--- src/rtl/param_sync_fifo_pkg.sv ---
// Shared defaults and constant helpers for param_sync_fifo.
// Imported by the FIFO to derive its pointer and count widths.
package param_sync_fifo_pkg;

    localparam int DEF_WIDTH = 8;
    localparam int DEF_DEPTH = 16;

    // $clog2 returns 0 for n<=1, which would produce zero-width vectors.
    function automatic int clog2_safe(input int n);
        return (n <= 1) ? 1 : $clog2(n);
    endfunction

endpackage

--- src/rtl/param_sync_fifo.sv ---
// Parametrised single-clock FIFO with occupancy count and threshold flags.
// Define PARAM_SYNC_FIFO_ERR_EN to elaborate sticky ovf/udf flags and their error assertion.
module param_sync_fifo
    import param_sync_fifo_pkg::*;
#(
    parameter int WIDTH      = DEF_WIDTH,
    parameter int DEPTH      = DEF_DEPTH,
    parameter int AFULL_LVL  = DEPTH - 2,
    parameter int AEMPTY_LVL = 2
) (
    input  logic                               clk,
    input  logic                               rst_n,
    input  logic                               wr_valid,
    input  logic [WIDTH-1:0]                   wr_data,
    output logic                               wr_ready,
    input  logic                               rd_ready,
    output logic                               rd_valid,
    output logic [WIDTH-1:0]                   rd_data,
    output logic [clog2_safe(DEPTH+1)-1:0]     count,
    output logic                               almost_full,
    output logic                               almost_empty,
    output logic                               ovf,
    output logic                               udf
);

    localparam int AW = clog2_safe(DEPTH);
    localparam int CW = clog2_safe(DEPTH + 1);

    localparam logic [CW-1:0] FULL_CNT = CW'(DEPTH);
    localparam logic [CW-1:0] AF_THR   = CW'(AFULL_LVL);
    localparam logic [CW-1:0] AE_THR   = CW'(AEMPTY_LVL);
    localparam logic [AW-1:0] LAST_PTR = AW'(DEPTH - 1);

    logic [WIDTH-1:0] r_mem [DEPTH];
    logic [AW-1:0]    r_wr_ptr;
    logic [AW-1:0]    r_rd_ptr;
    logic [CW-1:0]    r_count;

    logic             w_full;
    logic             w_empty;
    logic             w_wr_fire;
    logic             w_rd_fire;
    logic [AW-1:0]    w_wr_ptr_next;
    logic [AW-1:0]    w_rd_ptr_next;

    // Ready/valid depend only on registered count, never on the opposite handshake input.
    assign w_full    = (r_count == FULL_CNT);
    assign w_empty   = (r_count == '0);
    assign w_wr_fire = wr_valid && !w_full;
    assign w_rd_fire = rd_ready && !w_empty;

    // Explicit wrap so depths that are not a power of two index correctly.
    assign w_wr_ptr_next = (r_wr_ptr == LAST_PTR) ? '0 : r_wr_ptr + 1'b1;
    assign w_rd_ptr_next = (r_rd_ptr == LAST_PTR) ? '0 : r_rd_ptr + 1'b1;

    always_ff @(posedge clk or negedge rst_n) begin
        if (!rst_n) begin
            r_wr_ptr <= '0;
            r_rd_ptr <= '0;
            r_count  <= '0;
        end else begin
            if (w_wr_fire) r_wr_ptr <= w_wr_ptr_next;
            if (w_rd_fire) r_rd_ptr <= w_rd_ptr_next;
            case ({w_wr_fire, w_rd_fire})
                2'b10:   r_count <= r_count + 1'b1;
                2'b01:   r_count <= r_count - 1'b1;
                default: r_count <= r_count;
            endcase
        end
    end

    // Storage carries no reset; stale entries are never presented as valid.
    always_ff @(posedge clk) begin
        if (w_wr_fire) r_mem[r_wr_ptr] <= wr_data;
    end

    assign rd_data      = r_mem[r_rd_ptr];
    assign wr_ready     = !w_full;
    assign rd_valid     = !w_empty;
    assign count        = r_count;
    assign almost_full  = (r_count >= AF_THR);
    assign almost_empty = (r_count <= AE_THR);

`ifdef PARAM_SYNC_FIFO_ERR_EN
    logic r_ovf;
    logic r_udf;
    logic w_ovf_evt;
    logic w_udf_evt;

    assign w_ovf_evt = wr_valid && w_full;
    assign w_udf_evt = rd_ready && w_empty;

    always_ff @(posedge clk or negedge rst_n) begin
        if (!rst_n) begin
            r_ovf <= 1'b0;
            r_udf <= 1'b0;
        end else begin
            if (w_ovf_evt) r_ovf <= 1'b1;
            if (w_udf_evt) r_udf <= 1'b1;
        end
    end

    // Report only the first occurrence of each error; later ones are hidden by the sticky flag.
    always @(posedge clk) begin
        if (rst_n) begin
            assert (!(w_ovf_evt && !r_ovf)) else $error("param_sync_fifo: overflow");
            assert (!(w_udf_evt && !r_udf)) else $error("param_sync_fifo: underflow");
        end
    end

    assign ovf = r_ovf;
    assign udf = r_udf;
`else
    assign ovf = 1'b0;
    assign udf = 1'b0;
`endif

endmodule
--- config.mk ---
export PLATFORM = sky130hd
export DESIGN_NAME = param_sync_fifo
export DESIGN_NICKNAME = d
export VERILOG_FILES = /design/src/rtl/param_sync_fifo_pkg.sv /design/src/rtl/param_sync_fifo.sv
export SDC_FILE = /design/constraint.sdc
export NUM_CORES = 1
export LEC_CHECK = 0
export BUFFER_PORTS_ARGS = -buffer_cell sky130_fd_sc_hd__buf_2
export CORE_ASPECT_RATIO = 2
export CORE_MARGIN = 8
export CORE_UTILIZATION = 65
export CTS_CLUSTER_SIZE = 8
export DETAILED_ROUTE_END_ITERATION = 6
export PLACE_DENSITY = 0.84
export RECOVER_POWER = 25
export SYNTH_ARGS = -nofsm -noshare
export SYNTH_HDL_FRONTEND = slang
export SYNTH_SLANG_ARGS = --single-unit
--- constraint.sdc ---
create_clock -name clk -period 5.11 [get_ports clk]
set_clock_uncertainty 0.2 [all_clocks]
set_input_delay 0.511 -clock clk [delete_from_list [all_inputs] [get_ports clk]]
set_output_delay 0.511 -clock clk [all_outputs]
set_load 0.05 [all_outputs]
==> results by group <==
Placed design
  • Area after DPL: ~0.0061 sq mm
  • GPL Wtd Cong: 0.805
  • IO Port Bufs: 28
  • Post-Place Cells: 446
  • Detail Placement HPWL: ~8.0 mm
  • Place WS: 1.86 ns

Clocking
  • Max clock buf depth: 2
  • Clock Sinks: between 100 and 150
  • CTS tree: built
  • Clk Latency, worst-skew pair: 0.42 ns
  • Clock tree root buffer cell: clkbuf_16
  • PostCTS Resize Cnt: 0
  • Post-CTS Setup Repair Bufs: 0
  • Clock transition at path regs: 0.06 ns
  • H-tree levels: 4
  • TritonCTS Buffers: 17

Layout
  • Final #Nets: 386
  • # fillers: 469
  • Diodes inserted: 0
  • Layout cells sized above 1: 28.4%
  • Final Non-Filler Cells: 479
  • Core Util, Final: between 70% and 80%
  • Commonest non-fill, non-tap cell in the layout: edfxtp_1
  • Design area: 0.00669 sq mm
  • Most frequent cells in the layout: 128 x edfxtp_1, 24 x mux4_2, 23 x buf_2
  • Synth-to-layout area growth: 13.4%

Power and ir drop
  • Final Total Pwr: 4.34 mW
  • Logic pwr share: 32.4%
  • Power Density: 648 mW/mm^2
  • Clk pwr share: 29.1%
  • Max VDD drop: 0.531 mV
  • Leakage: between 2 and 2.5 nW
  • Part of the power in registers: 38.5%
  • Int Pwr: between 2 and 3 mW
  • Net Switching: 1.59 mW
  • Net Sw Frac: 36.5%

Floorplanning
  • Die Y: around 150 um
  • Initial Util: around two thirds
  • # rows: 49
  • Chip Width: 83.4 um
  • Die ar.: between 0.01 and 0.015 sq mm
  • Core Footprint: 0.00889 sq mm
  • Io pins: 31

Timing
  • Worst Hold Margin: 0.316 ns
  • RSZ-0062 raised after global routing: false
  • Final setup fails: 0
  • Worst-margin pin slew: 1.13 ns
  • Final Hold Viols: 0
  • Slew Viols, Final: 0
  • Fin Setup TNS: 0 ns
  • Period utilisation layout: just over 70%
  • Relative slew slack: roughly a quarter
  • Maximum clock frequency: 272 MHz
  • Period minus WS final: around 3.7 ns
  • Setup ws final: 1.44 ns

Global routing
  • Met3 Resource Use GR: 5.58%
  • Met1 Use GR: between 20% and 30%
  • GR Overflow Total: 0
  • Vias in the first global route: 3318
  • Largest net degree at the start of global routing: 45
  • Global-route wire length before repair: 19.4 mm
  • GRT busiest layer: met2
  • GR Util met2: 37.5%
  • GRT Total Usage: 21.0%
  • Initial antenna violation count: 0

Setup path
  • Crit Path Max Fanout: 31
  • CP Data Arrival Time: 2.96 ns
  • Crit. End Element: output pin
  • Worst Path Required: around 4.4 ns
  • Setup crit start kind: flop
  • WS Path Type: flop to output pin

Detailed routing
  • DRC: 0
  • DR pass1 iterations: 5
  • Routed wire length: 12.5 mm
  • Drt via density: 6.54
  • DR iter-0 viols: 232
  • Routed vias: 3133
  • Drt wl/cell: 26.2 um
  • Detail Route Antenna Nets: 0

Job
  • Max-Cap Viols: 0

Synth
  • Gate Count Post-Synth: approximately 330
  • EDFF count, synth: 128
  • Sequential fraction of the synthesis area: between 70% and 80%
  • Ys Warns: 0
  • Synthesized flop and latch total: 141
  • Post-synthesis cell type count: 40
  • Post-Syn Area: 0.00590 sq mm
  • Synth Flop Type: edfxtp_1
  • Mean Syn Cell Area: 17.9 sq um
  • Post-synth ARST share: 9.22%

Outcome
  • Status: complete, no violations

Hold path
  • Hold Crit Class: primary input to async pin
-- path summary, 6_finish.rpt --
check                                        start                       to  slack (ns)  cells after the start
max                        r_rd_ptr[0]$_DFFE_PN0P_               rd_data[5]        1.44                      5
min                                          rst_n  r_rd_ptr[3]$_DFFE_PN0P_        0.32                      2
max reg2reg                   count[1]$_DFFE_PN0P_     count[4]$_DFFE_PN0P_        2.00                     10
min reg2reg                   count[4]$_DFFE_PN0P_     count[4]$_DFFE_PN0P_        0.37                      1
max in group asynchronous                    rst_n  r_rd_ptr[1]$_DFFE_PN0P_        4.12                      2
min in group clk                        wr_data[1]    r_mem[0][1]$_DFFE_PP_        0.32                      1
-- flip-flops by register name, indices dropped and copies added (netlist names) --
| register | cells |
|---|---|
| r_mem | 128 |
| count | 5 |
| r_rd_ptr | 4 |
| r_wr_ptr | 4 |
-- timing repair --
action,4_1_cts,5_1_grt
endpoints found under the hold margin,13,0
hold buffers,1,0
setup endpoints to repair,0,0
-- Yosys cell counts (4+ instances only) --
cell type / instances / area share, %
nor3_1: 6 / 0.51
inv_1: 12 / 0.76
o21ai_0: 4 / 0.34
buf_4: 5 / 0.64
mux4_2: 24 / 9.2
nor2_1: 15 / 0.95
mux2_2: 5 / 0.95
nand2_1: 13 / 0.83
ha_1: 9 / 1.9
dfrtp_1: 13 / 5.5
nor2b_1: 9 / 0.95
o21ai_1: 12 / 1.0
mux2_4: 10 / 2.5
nand3_1: 5 / 0.42
a221o_1: 8 / 1.4
buf_2: 5 / 0.42
xnor2_1: 4 / 0.59
edfxtp_1: 128 / 65
o221ai_1: 5 / 0.74
-- power groups by stage --
stage               registers [mW]  clock network [mW]  logic, mW
floorplan                     1.56                   0       1.20
global placement              1.68                   0       1.34
detailed placement            1.69                   0       1.38
CTS                           1.67                1.28       1.40
global route                  1.70                1.32       1.49
finish                        1.67                1.26       1.40
-- cell families after synthesis --
kind of cell             count (synthesis)  share of synthesized area [%]
adder cells (fa/ha/maj)                 10                           2.25
other                                    1                         0.0636
multiplexers                            42                           13.2
AO/OA/AOI/OAI                           42                           5.39
AND/OR/NAND/NOR                         54                           4.35
flip-flops                             141                           70.7
XOR/XNOR                                 6                          0.891
buffers and inverters                   33                           3.18
-- routing by layer --
layer | part of all wire, % | up-vias
met5 | 0 | -
met4 | 3.8 | 0
met3 | 4.6 | 24
met2 | 56 | 152
met1 | 36 | 1596
li1 | - | 1361
-- layout make-up --
type / count / area, sq um / share of cell area (%)
clock buffers: 19 / 453 / 6.77
clock inverters: 13 / 163 / 2.43
inverters: 15 / 56.3 / 0.841
multi-input cells: 156 / 1550 / 23.1
flip-flops and latches: 141 / 4170 / 62.3
well taps: 102 / 128 / 1.91
repair buffers: 33 / 174 / 2.60
-- critical path: stages (launching register included) --
cell	delay (ns)
dfrtp_2	0.97
nand2_1	0.46
o221ai_1	0.40
o21ai_1	0.11
a221o_1	0.37
buf_2	0.21
Note: power is estimated with default switching activity, not from simulation.
